File: src/rtl/bank_reader.sv
// Four-bank byte reader: a debounced-by-synchronizer manual read per rd_req press,
// plus optional automatic bank rotation when built with BANK_READER_SCAN_EN.
module bank_reader #(
  parameter int unsigned SCAN_DIV = 1000000
) (
  input  logic       clk,
  input  logic       reset,
  input  logic [7:0] bank_a,
  input  logic [7:0] bank_b,
  input  logic [7:0] bank_c,
  input  logic [7:0] bank_d,
  input  logic [1:0] rd_sel,
  input  logic       rd_req,
  input  logic       scan_mode,
  output logic [7:0] rd_data,
  output logic [1:0] rd_bank,
  output logic       rd_valid,
  output logic       busy
);

  typedef enum logic [1:0] {IDLE, CAPTURE, PRESENT, HOLD} state_t;

  state_t     state, state_next;
  logic       sync1, sync2, sync3;
  logic       rise;
  logic [1:0] sel_q;
  logic       scan_step;
  logic [1:0] scan_next;

  function automatic logic [7:0] pick(input logic [1:0] idx, input logic [7:0] a,
                                      input logic [7:0] b, input logic [7:0] c,
                                      input logic [7:0] d);
    case (idx)
      2'd0:    pick = a;
      2'd1:    pick = b;
      2'd2:    pick = c;
      default: pick = d;
    endcase
  endfunction

  always_ff @(posedge clk or posedge reset) begin
    if (reset) begin
      sync1 <= 1'b0;
      sync2 <= 1'b0;
      sync3 <= 1'b0;
    end else begin
      sync1 <= rd_req;
      sync2 <= sync1;
      sync3 <= sync2;
    end
  end

  assign rise = sync2 & ~sync3;

  always_ff @(posedge clk or posedge reset) begin
    if (reset) state <= IDLE;
    else       state <= state_next;
  end

  always_comb begin
    state_next = state;
    case (state)
      IDLE:    if (rise) state_next = CAPTURE;
      CAPTURE: state_next = PRESENT;
      PRESENT: state_next = HOLD;
      HOLD:    if (!sync2) state_next = IDLE;
      default: state_next = IDLE;
    endcase
  end

  assign busy = (state != IDLE);

`ifdef BANK_READER_SCAN_EN
  localparam int unsigned DIV_W = (SCAN_DIV > 2) ? $clog2(SCAN_DIV) : 1;

  logic [DIV_W-1:0] div;
  logic [1:0]       scan_idx;
  logic             scan_active;
  logic             terminal;

  // A same-cycle manual rise wins: the scan step is dropped and the divider parks at 0.
  assign scan_active = scan_mode && (state == IDLE) && !rise;
  assign terminal    = (div == DIV_W'(SCAN_DIV - 1));
  assign scan_step   = scan_active && terminal;
  assign scan_next   = scan_idx + 2'd1;

  always_ff @(posedge clk or posedge reset) begin
    if (reset) begin
      div      <= '0;
      scan_idx <= '0;
    end else if (!scan_active) begin
      div <= '0;
    end else if (terminal) begin
      div      <= '0;
      scan_idx <= scan_next;
    end else begin
      div <= div + 1'b1;
    end
  end
`else
  localparam int unsigned unused_scan_div = SCAN_DIV;
  logic unused_scan_mode;

  assign unused_scan_mode = scan_mode;
  assign scan_step        = 1'b0;
  assign scan_next        = 2'd0;
`endif

  always_ff @(posedge clk or posedge reset) begin
    if (reset) begin
      sel_q    <= '0;
      rd_data  <= '0;
      rd_bank  <= '0;
      rd_valid <= 1'b0;
    end else begin
      rd_valid <= 1'b0;
      if (state == IDLE && rise) sel_q <= rd_sel;
      if (state == CAPTURE) begin
        rd_data  <= pick(sel_q, bank_a, bank_b, bank_c, bank_d);
        rd_bank  <= sel_q;
        rd_valid <= 1'b1;
      end else if (scan_step) begin
        rd_data  <= pick(scan_next, bank_a, bank_b, bank_c, bank_d);
        rd_bank  <= scan_next;
        rd_valid <= 1'b1;
      end
    end
  end

endmodule
File: config.mk
export PLATFORM = sky130hd
export DESIGN_NAME = bank_reader
export DESIGN_NICKNAME = d
export VERILOG_FILES = /design/src/rtl/bank_reader.sv
export SDC_FILE = /design/constraint.sdc
export NUM_CORES = 1
export LEC_CHECK = 0
export ABC_AREA = 0
export CORE_UTILIZATION = 25
export CTS_CLUSTER_SIZE = 24
export DETAILED_ROUTE_END_ITERATION = 6
export PLACE_DENSITY = 0.55
export SETUP_SLACK_MARGIN = 0.4
export SKIP_LAST_GASP = 1
export SYNTH_ARGS = -nofsm -noshare
export SYNTH_HDL_FRONTEND = slang
export SYNTH_SLANG_ARGS = --single-unit
File: constraint.sdc
create_clock -name clk -period 3.2 [get_ports clk]
set_input_delay 0.96 -clock clk [delete_from_list [all_inputs] [get_ports clk]]
set_output_delay 0.96 -clock clk [all_outputs]
set_load 0.005 [all_outputs]
* Yosys cells after proc, flatten, opt, wreduce, memory -nomap -nowiden *
Cells that the tools add are included.

word-level totals
  register bits after elaboration = 18
  input port bits = 38
  output and inout port bits = 12

operators by class
  equality and inequality tests = 7
  mux-type cells = 5
  bitwise logic cells = 2
  reductions and logical operators = 5

operators by type and width
  cell                                                             count
  8-bit one-hot mux with 3 select lines                            1
  2-bit one-hot mux with 4 select lines                            1
  2-bit == test, second input constant                             3
  2-bit by 1-bit == test with 1-bit output, second input constant  2
  2-bit zero test                                                  2
  2-bit two-way mux                                                2
  2-bit inequality test, second input constant                     2
  2-bit AND reduction                                              1
  2-bit nonzero test                                               1
  1-bit bitwise AND                                                1
  1-bit logical AND                                                1
  1-bit two-way mux                                                1
  1-bit NOT                                                        1

* Depth between registers and ports, before layout *
Gate-level depths: netlist of the first run.

  depth in word-level cells = 4
  mapped depth = 6

* Least setup slack after synthesis of the first run *
No wires, ideal clock.

  path type = register -> output
  start point = reg state[0]
  end point = out busy
  arrival = 0.691 ns
  data required time = 2.240 ns
  path slack = 1.549 ns
  cell stages (with the launch flop) = 4
  buffers on the path = 0
  path through = dfrtp_1 > inv_1 > ha_1 > inv_1

on the way
  longest elaborated chain between the ends = 1

RTL lines
  element                   RTL line  RTL
  start: declaration        23        state_t state, state_next;
  start signal: assignment  57        else state <= state_next;
  2-bit nonzero test        71        assign busy = (state != IDLE);
  end: declaration          18        output logic busy

Every way passes these cells.

* Worst setup path in the final report of the first run *
Same ends and word-level chain as after synthesis.

==> results of run 1 <==
-- synthesized netlist by cell type, drive strengths merged --
library cell | number | area, sq um
ha | 4 | 50.1
mux2i | 8 | 80.1
nand3b | 1 | 7.51
o221ai | 8 | 76.3
dfrtp | 18 | 450
o21ai | 1 | 5.00
nor2b | 1 | 6.26
clkbuf | 1 | 5.00
a21oi | 1 | 5.00
a22oi | 1 | 7.51
nor3b | 1 | 12.5
inv | 14 | 52.6
nand2 | 9 | 33.8
nor2 | 1 | 3.75
mux2 | 12 | 161
buf | 3 | 38.8
-- state kept, by name, summed over array words and instances, names as in the netlist --
signal,cells
rd_data,8
rd_bank,2
sel_q,2
state,2
rd_valid,1
sync1,1
sync2,1
sync3,1
-- where the power goes --
part	leakage, uW	total [uW]	switching (uW)	internal (uW)
combinational	0.000438	566	198	368
sequential	0.000218	429	102	327
clock	0.0000216	151	67.9	83.4
total	0.000677	1150	368	778
-- worst paths after layout --
kind,from,endpoint,slack [ns],depth (start not counted)
worst min-delay path,sync1,sync2,0.35,0
max in group asynchronous,reset,state[0],1.63,2
worst max-delay path,state[0],busy,0.74,4
worst min register to register,sync1,sync2,0.35,0
min in group asynchronous,reset,sync3,1.12,2
worst max register to register,state[1],rd_data[2],1.37,5
-- cell type report --
| cell class | instances | area (sq um) | area share, % |
|---|---|---|---|
| Clock buffer | 3 | 41.3 | 2.69 |
| Inverter | 14 | 52.6 | 3.43 |
| Tap cell | 48 | 60.1 | 3.92 |
| Timing Repair Buffer | 48 | 480 | 31.3 |
| Sequential cell | 18 | 450 | 29.4 |
| Multi-Input combinational cell | 48 | 449 | 29.3 |
-- logic make-up after synthesis --
logic type / after synthesis / synth area share (%)
buffers and inverters: 18 / 9.67
adders and majority gates: 4 / 5.03
muxes: 20 / 24.2
AOI/OAI and AO/OA: 11 / 9.42
DFF: 18 / 45.2
and+or+nand+nor: 13 / 6.41
-- placed cells by master (no fill, tap or decap), drive strengths merged --
| cell | instances |
|---|---|
| o221ai | 8 |
| nor2b | 1 |
| ha | 4 |
| dfrtp | 18 |
| a22oi | 1 |
| a21oi | 1 |
| o21ai | 1 |
| nand3b | 1 |
| nor2 | 1 |
| mux2i | 8 |
| nor3b | 1 |
| nand2 | 9 |
| inv | 14 |
| mux2 | 12 |
| clkbuf | 3 |
| clkdlybuf4s50 | 48 |
-- layer usage --
layer	vias to the layer above	global-route usage (%)	share of wire, %
met2	26	21.6	52
met4	0	4.89	1.8
met1	348	12.4	39
li1	381	-	-
met5	-	0	0
met3	2	3.65	6.3
-- critical path, cell delays in order (launching register included) --
cell             delay (ns)
dfrtp_1                0.39
inv_1                  0.09
ha_1                   0.24
inv_1                  0.06
clkdlybuf4s50_1        0.48
-- through the flow --
| stage | util [%] | hold WS [ns] |
|---|---|---|
| 3_3_place_gp | 39.9 | 0.333 |
| 3_5_place_dp | 39.9 | 0.336 |
| 5_1_grt | 41.0 | 0.373 |
| 4_1_cts | 41.0 | 0.351 |
| 6_report | 41.0 | 0.350 |
| 2_1_floorplan | - | 0.331 |
==> results.sh, run 1 <==
export IMPL_status="finished clean"
export IMPL_relSlewSlack_pct=40.1
export IMPL_stdcell_count=179
export IMPL_drv_slew=0
export IMPL_final_nets=175
export IMPL_min_path_type="flop to flop"
export IMPL_place_area_sq_um=1490
export IMPL_ys_ff_latch=18
export IMPL_cap_violations=0
export IMPL_initial_core_util_pct=26.6
export IMPL_drt_iter0_drc=17
export IMPL_insertion_delay_ns=0.25
export IMPL_core_area_sq_um=3740
export IMPL_hold_buffers=0
export IMPL_fin_area_sq_um=1530
export IMPL_fin_crit_ns=2.46
export IMPL_overflow=0
export IMPL_hpwl_microns=1630
export IMPL_post_drt_wl_per_cell_microns=11.5
export IMPL_crit_path_start_kind="flop"
export IMPL_cts_max_path_buffers=2
export IMPL_arrival_ns=1.50
export IMPL_htree_num_levels=1
export IMPL_die_w_microns=65.1
export IMPL_clkTransAtPathRegs_ns=0.06
export IMPL_synth_cell_type_count=21
export IMPL_ant_nets=0
export IMPL_critical_path_class="flop to output pin"
export IMPL_vias_per_cell=4.23
export IMPL_cts_inserted_buffers=3
export IMPL_max_freq_mhz=406
export IMPL_io_pins=50
export IMPL_syn_avg_cell_area_sq_um=11.9
export IMPL_first_pass_iters=2
export IMPL_setup_tns_ns=0
export IMPL_vias=757
export IMPL_cts_tree="done"
export IMPL_portBuffers=48
export IMPL_p_leak_uw=0.000677
export IMPL_setup_ws_ns=0.736
export IMPL_grt_pass1_vias=813
export IMPL_post_cts_setup_buffer_count=0
export IMPL_cts_root_buf="clkbuf_8"
export IMPL_grt_usage_pct=11.8
export IMPL_grt_pass1_wl_microns=3690
export IMPL_grt_setup_unrepaired="no"
export IMPL_area_delta_synth_final_pct=54.0
export IMPL_cp_max_fo=3
export IMPL_antenna_found_initial=0
export IMPL_clock_skew_ns=0.00329
export IMPL_place_congestion=0.712
export IMPL_clock_sinks=18
export IMPL_power_uw=1150
export IMPL_fill_cells=369
export IMPL_wirelength_microns=2060
export IMPL_drive_gt1_share_pct=11.5
export IMPL_grt_max_degree=19
export IMPL_antennaDiodeCount=0
export IMPL_finalCritPeriodShare_pct=77.0
export IMPL_irDropWorstVdd_uv=293
export IMPL_synth_nets=126
export IMPL_die_h_microns=65.1
export IMPL_endpoint_kind="output pin"
export IMPL_drcViolationCount=0
export IMPL_seq_area_frac_synth_pct=45.2
export IMPL_pre_cts_slack_ns=0.993
export IMPL_syn_area_sq_um=996
export IMPL_worstPathRequired_ns=2.24
export IMPL_yosysWarningCount=0
export IMPL_hold_viol_final=0
export IMPL_setup_viol=0
export IMPL_die_area_sq_um=4240
export IMPL_tightest_slew_ns=0.898
export IMPL_cts_resized_gates=0
export IMPL_placed_cells=176
export IMPL_rows=22
export IMPL_power_density_nw_per_um2=748
export IMPL_syn_inst=84
Note: power is estimated with default switching activity, not from simulation.
==> run 2, diff against run 1 <==
==> constraint.sdc (replaced) <==
create_clock -name clk -period 2.6 [get_ports clk]
set_input_delay 0.78 -clock clk [delete_from_list [all_inputs] [get_ports clk]]
set_output_delay 0.78 -clock clk [all_outputs]
set_load 0.005 [all_outputs]
==> run 2 against run 1 <==
  * Cell count grew 2.8%
  * Clock power is 45% higher
  * Utilization increased by 1.3 points
  * First-iteration DRC count grew 24%
  * Sequential power increased by 23%
  * Global-route usage is 1.2 points lower
  * Critical path type unchanged
  * Non-clock buffer count is 4 higher
  * Setup slack got worse by 0.037 ns
  * Critical path depth is 3 lower
  * Combinational power up 31%
  * Total power up 30%
  * Clock-buffer cell count increased by 1
==> results.sh, run 2 (synthesized netlist as in run 1, its figures left out) <==
export IMPL_drcViolationCount=0
export IMPL_max_freq_mhz=526
export IMPL_reg2reg_setup_slack_ns=0.97
export IMPL_crit_chain="clkdlybuf4s50_1"
export IMPL_io_pins=50
export IMPL_pre_cts_slack_ns=0.597
export IMPL_vias=784
export IMPL_dr_wl_met2_microns=1030
export IMPL_cts_tree="done"
export IMPL_cap_violations=0
export IMPL_die_w_microns=65.1
export IMPL_drv_slew=0
export IMPL_irDropWorstVdd_uv=343
export IMPL_clock_sinks=18
export IMPL_first_pass_iters=3
export IMPL_seq_area_sq_um=450
export IMPL_arrival_ns=1.12
export IMPL_r2r_cells=3
export IMPL_worstPathRequired_ns=1.82
export IMPL_status="finished clean"
export IMPL_grt_usage_pct=10.6
export IMPL_fin_area_sq_um=1580
export IMPL_top_register="rd_data"
export IMPL_place_area_sq_um=1500
export IMPL_initial_core_util_pct=26.6
export IMPL_top_layer="met4"
export IMPL_crit_path_start_kind="flop"
export IMPL_antennaDiodeCount=0
export IMPL_setup_ws_ns=0.699
export IMPL_min_delay_start="sync1"
export IMPL_relSlewSlack_pct=38.4
export IMPL_hold_viol_final=0
export IMPL_wirelength_microns=2040
export IMPL_core_area_sq_um=3740
export IMPL_reg2reg_to="rd_data[0]"
export IMPL_critPathBufInv=1
export IMPL_tightest_slew_ns=0.924
export IMPL_largest_reg_flops=8
export IMPL_cp_top_family="buffers and inverters"
export IMPL_cp_max_fo=2
export IMPL_area_delta_synth_final_pct=58.9
export IMPL_dr_wl_met3_microns=111
export IMPL_post_drt_wl_per_cell_microns=11.1
export IMPL_min_to="sync2"
export IMPL_slowest_stage="clkdlybuf4s50_1"
export IMPL_cts_root_buf="clkbuf_8"
export IMPL_drt_iter0_drc=21
export IMPL_antenna_found_initial=0
export IMPL_r2r_start="sel_q[1]"
export IMPL_vias_per_cell=4.26
export IMPL_grt_pass1_vias=745
export IMPL_portBuffers=48
export IMPL_rows=22
export IMPL_overflow=0
export IMPL_setup_viol=0
export IMPL_stdcell_count=184
export IMPL_grt_setup_unrepaired="no"
export IMPL_drive_gt1_share_pct=16.2
export IMPL_final_cell_mix="47 x clkdlybuf4s50_1, 18 x dfrtp_1, 13 x inv_1"
export IMPL_min_path_type="flop to flop"
export IMPL_cts_max_path_buffers=2
export IMPL_final_common_cell="clkdlybuf4s50_1"
export IMPL_htree_num_levels=1
export IMPL_ant_nets=0
export IMPL_power_density_nw_per_um2=941
export IMPL_hold_depth=0
export IMPL_met1_length_microns=871
export IMPL_hpwl_microns=1580
export IMPL_grt_max_degree=19
export IMPL_placed_cells=177
export IMPL_p_leak_uw=0.000707
export IMPL_endpoint_kind="output pin"
export IMPL_place_congestion=0.691
export IMPL_final_nets=179
export IMPL_fill_cells=370
export IMPL_die_h_microns=65.1
export IMPL_critical_path_class="flop to output pin"
export IMPL_die_area_sq_um=4240
export IMPL_final_util_pct=42.3
export IMPL_critPathMaxStageDelay_ns=0.52
export IMPL_finalCritPeriodShare_pct=73.1
export IMPL_clkTransAtPathRegs_ns=0.06
export IMPL_clock_skew_ns=0.00183
export IMPL_cts_inserted_buffers=3
export IMPL_fin_crit_ns=1.90
export IMPL_grt_pass1_wl_microns=3300
export IMPL_multi_input_area_sq_um=452
export IMPL_insertion_delay_ns=0.25
export IMPL_setup_tns_ns=0
==> run 2: how the worst max path moves through the flow <==
stage | to | cells past startpoint | slack [ns] | start
floorplan | busy | 3 | 1.13 | state[0]
global route | rd_data[6] | 1 | 0.66 | rd_data[6]
detailed placement | busy | 4 | 0.60 | state[0]
finish | rd_data[2] | 1 | 0.70 | rd_data[2]
global placement | busy | 4 | 0.62 | state[0]
CTS | busy | 4 | 0.40 | state[0]
==> run 2: area by class of cell <==
class,count,share of cell area (%)
repair buffers,52,32.4
multi-input cells,48,28.5
clock buffers,4,3.48
inverters,14,3.32
flip-flops and latches,18,28.5
well taps,48,3.79
==> run 2: what timing repair did <==
item | CTS | global route
hold buffers | 0 | 0
resized for setup | 1 | 2
setup endpoints to repair | 1 | 1
buffers inserted | 2 | 1
hold endpoints to repair | 0 | 0
==> run 2: power breakdown <==
part | total, uW | internal (uW) | switching (uW)
Combinational | 744 | 486 | 258
Clock | 219 | 134 | 85.0
Sequential | 526 | 402 | 124
==> run 2: per-layer routing <==
metal | global-route usage [%] | vias up
met5 | 0 | -
met4 | 4.08 | 0
met3 | 3.30 | 2
met2 | 19.1 | 26
met1 | 11.5 | 364
li1 | - | 392
==> run 2: through the flow <==
step | hold WS [ns] | total power [uW]
6_report | 0.352 | 1490
5_1_grt | 0.359 | 1610
4_1_cts | 0.352 | 1500
3_5_place_dp | 0.337 | 1250
3_3_place_gp | 0.333 | 1240
2_1_floorplan | 0.331 | 978
==> run 3, diff against run 2 <==
==> constraint.sdc (replaced) <==
create_clock -name clk -period 1.85 [get_ports clk]
set_input_delay 0.555 -clock clk [delete_from_list [all_inputs] [get_ports clk]]
set_output_delay 0.555 -clock clk [all_outputs]
set_load 0.005 [all_outputs]
==> run 3 against run 2 <==
  * Cell count is 6.0% higher
  * Clock power is 19% higher
  * Clock skew is 0.0011 ns lower
  * Sequential cell count stayed put
  * Final area is 7.4% higher
  * Clock-buffer cell count is 1 lower
  * Critical path depth is 3 higher
  * Largest cell class unchanged
==> results.sh, run 3 (synthesized netlist as in run 1, its figures left out) <==
export IMPL_status="finished clean"
export IMPL_largest_reg_flops=8
export IMPL_final_common_cell="clkdlybuf4s50_1"
export IMPL_drt_iter0_drc=14
export IMPL_hpwl_microns=1680
export IMPL_core_area_sq_um=3740
export IMPL_min_path_type="flop to flop"
export IMPL_cts_root_buf="clkbuf_8"
export IMPL_post_drt_wl_per_cell_microns=11.4
export IMPL_crit_path_start_kind="flop"
export IMPL_top_register="rd_data"
export IMPL_clock_sinks=18
export IMPL_hold_buffers=0
export IMPL_tightest_slew_ns=0.239
export IMPL_relSlewSlack_pct=84.1
export IMPL_startpoint="state[0]"
export IMPL_hold_viol_final=0
export IMPL_antennaDiodeCount=0
export IMPL_die_area_sq_um=4240
export IMPL_cts_max_path_buffers=2
export IMPL_portBuffers=48
export IMPL_grt_pass1_wl_microns=3590
export IMPL_irDropWorstVdd_uv=546
export IMPL_finalCritPeriodShare_pct=83.2
export IMPL_rows=22
export IMPL_worstPathRequired_ns=1.29
export IMPL_max_freq_mhz=650
export IMPL_fin_hold_ws_ns=0.353
export IMPL_cap_violations=0
export IMPL_place_congestion=0.682
export IMPL_die_w_microns=65.1
export IMPL_power_density_nw_per_um2=1330
export IMPL_fin_crit_ns=1.54
export IMPL_p_leak_uw=0.000769
export IMPL_drv_slew=0
export IMPL_grt_max_degree=19
export IMPL_fill_cells=375
export IMPL_vias_per_cell=4.25
export IMPL_antenna_found_initial=0
export IMPL_final_cell_mix="36 x clkdlybuf4s50_1, 18 x dfrtp_1, 14 x buf_4"
export IMPL_ant_nets=0
export IMPL_insertion_delay_ns=0.25
export IMPL_wirelength_microns=2230
export IMPL_drcViolationCount=0
export IMPL_die_h_microns=65.1
export IMPL_r2r_start="state[1]"
export IMPL_grt_setup_unrepaired="yes"
export IMPL_cp_max_fo=2
export IMPL_cts_tree="done"
export IMPL_grt_usage_pct=11.2
export IMPL_critical_path_class="flop to output pin"
export IMPL_cts_inserted_buffers=3
export IMPL_drive_gt1_share_pct=27.2
export IMPL_endpoint_kind="output pin"
export IMPL_min_delay_start="sync1"
export IMPL_clkTransAtPathRegs_ns=0.06
export IMPL_setup_viol=0
export IMPL_overflow=0
export IMPL_area_delta_synth_final_pct=70.6
export IMPL_arrival_ns=0.98
export IMPL_power_uw=2260
export IMPL_setup_tns_ns=0
export IMPL_final_nets=191
export IMPL_final_util_pct=45.4
export IMPL_vias=829
export IMPL_htree_num_levels=1
export IMPL_initial_core_util_pct=26.6
export IMPL_io_pins=50
export IMPL_grt_pass1_vias=821
export IMPL_clock_skew_ns=0.000698
export IMPL_first_pass_iters=3
[run 3: cell types whose count changed in the layout (fill, tap and decap cells not counted), moves of 2 or more]
cell and change:
clkdlybuf4s15_1 +10, buf_4 +10, buf_6 +2, clkdlybuf4s50_1 -11, inv_1 -2, ha_1 -2, ha_4 +3, inv_2 +2
[run 3: worst paths after layout]
| path | end | slack (ns) | cells past startpoint |
|---|---|---|---|
| max in group asynchronous | rd_data[0] | 1.03 | 3 |
| hold / removal | sync2 | 0.35 | 0 |
| hold reg to reg | sync2 | 0.35 | 0 |
| setup / recovery | busy | 0.31 | 4 |
| setup reg to reg | state[1] | 0.37 | 7 |
| min in group asynchronous | rd_bank[1] | 0.63 | 3 |
[run 3: repair_timing]
action / CTS / global route
endpoints found under the setup margin: 12 / 15
gates cloned: 0 / 0
buffers inserted: 5 / 5
gates resized for setup: 22 / 15
pin swaps: 1 / 4
[run 3: metrics by stage]
step	cells	setup WS, ns	area (sq um)
final	195	0.311	1700
after global routing	195	0.268	1700
after CTS	190	0.219	1620
after detailed placement	182	0.0717	1540
after global placement	182	0.0994	1540
after floorplan	84	0.569	996
[run 3: routing by layer]
metal	vias to the layer above	global-route usage [%]	part of all wire, %
met5	-	0	0
met4	0	4.08	1.2
met3	2	2.43	5.0
met2	27	21.5	55
met1	386	11.7	39
li1	414	-	-
[run 3: power breakdown]
| part | switching, uW | internal, uW |
|---|---|---|
| Combinational | 531 | 805 |
| Clock | 115 | 144 |
| Sequential | 94.0 | 567 |
[run 3: layout make-up]
cell class	count	area, sq um	area share (%)
Timing Repair Buffer	64	602	35.4
Multi-Input combinational cell	48	493	29.0
Sequential cell	18	450	26.5
Tap cell	48	60.1	3.53
Inverter	14	52.6	3.09
Clock buffer	3	41.3	2.43
[run 3: worst max-delay path, stage by stage (launching register included)]
cell and delay (ns):
dfrtp_1 0.39, inv_2 0.09, ha_4 0.14, inv_2 0.03
clkbuf_2 0.09
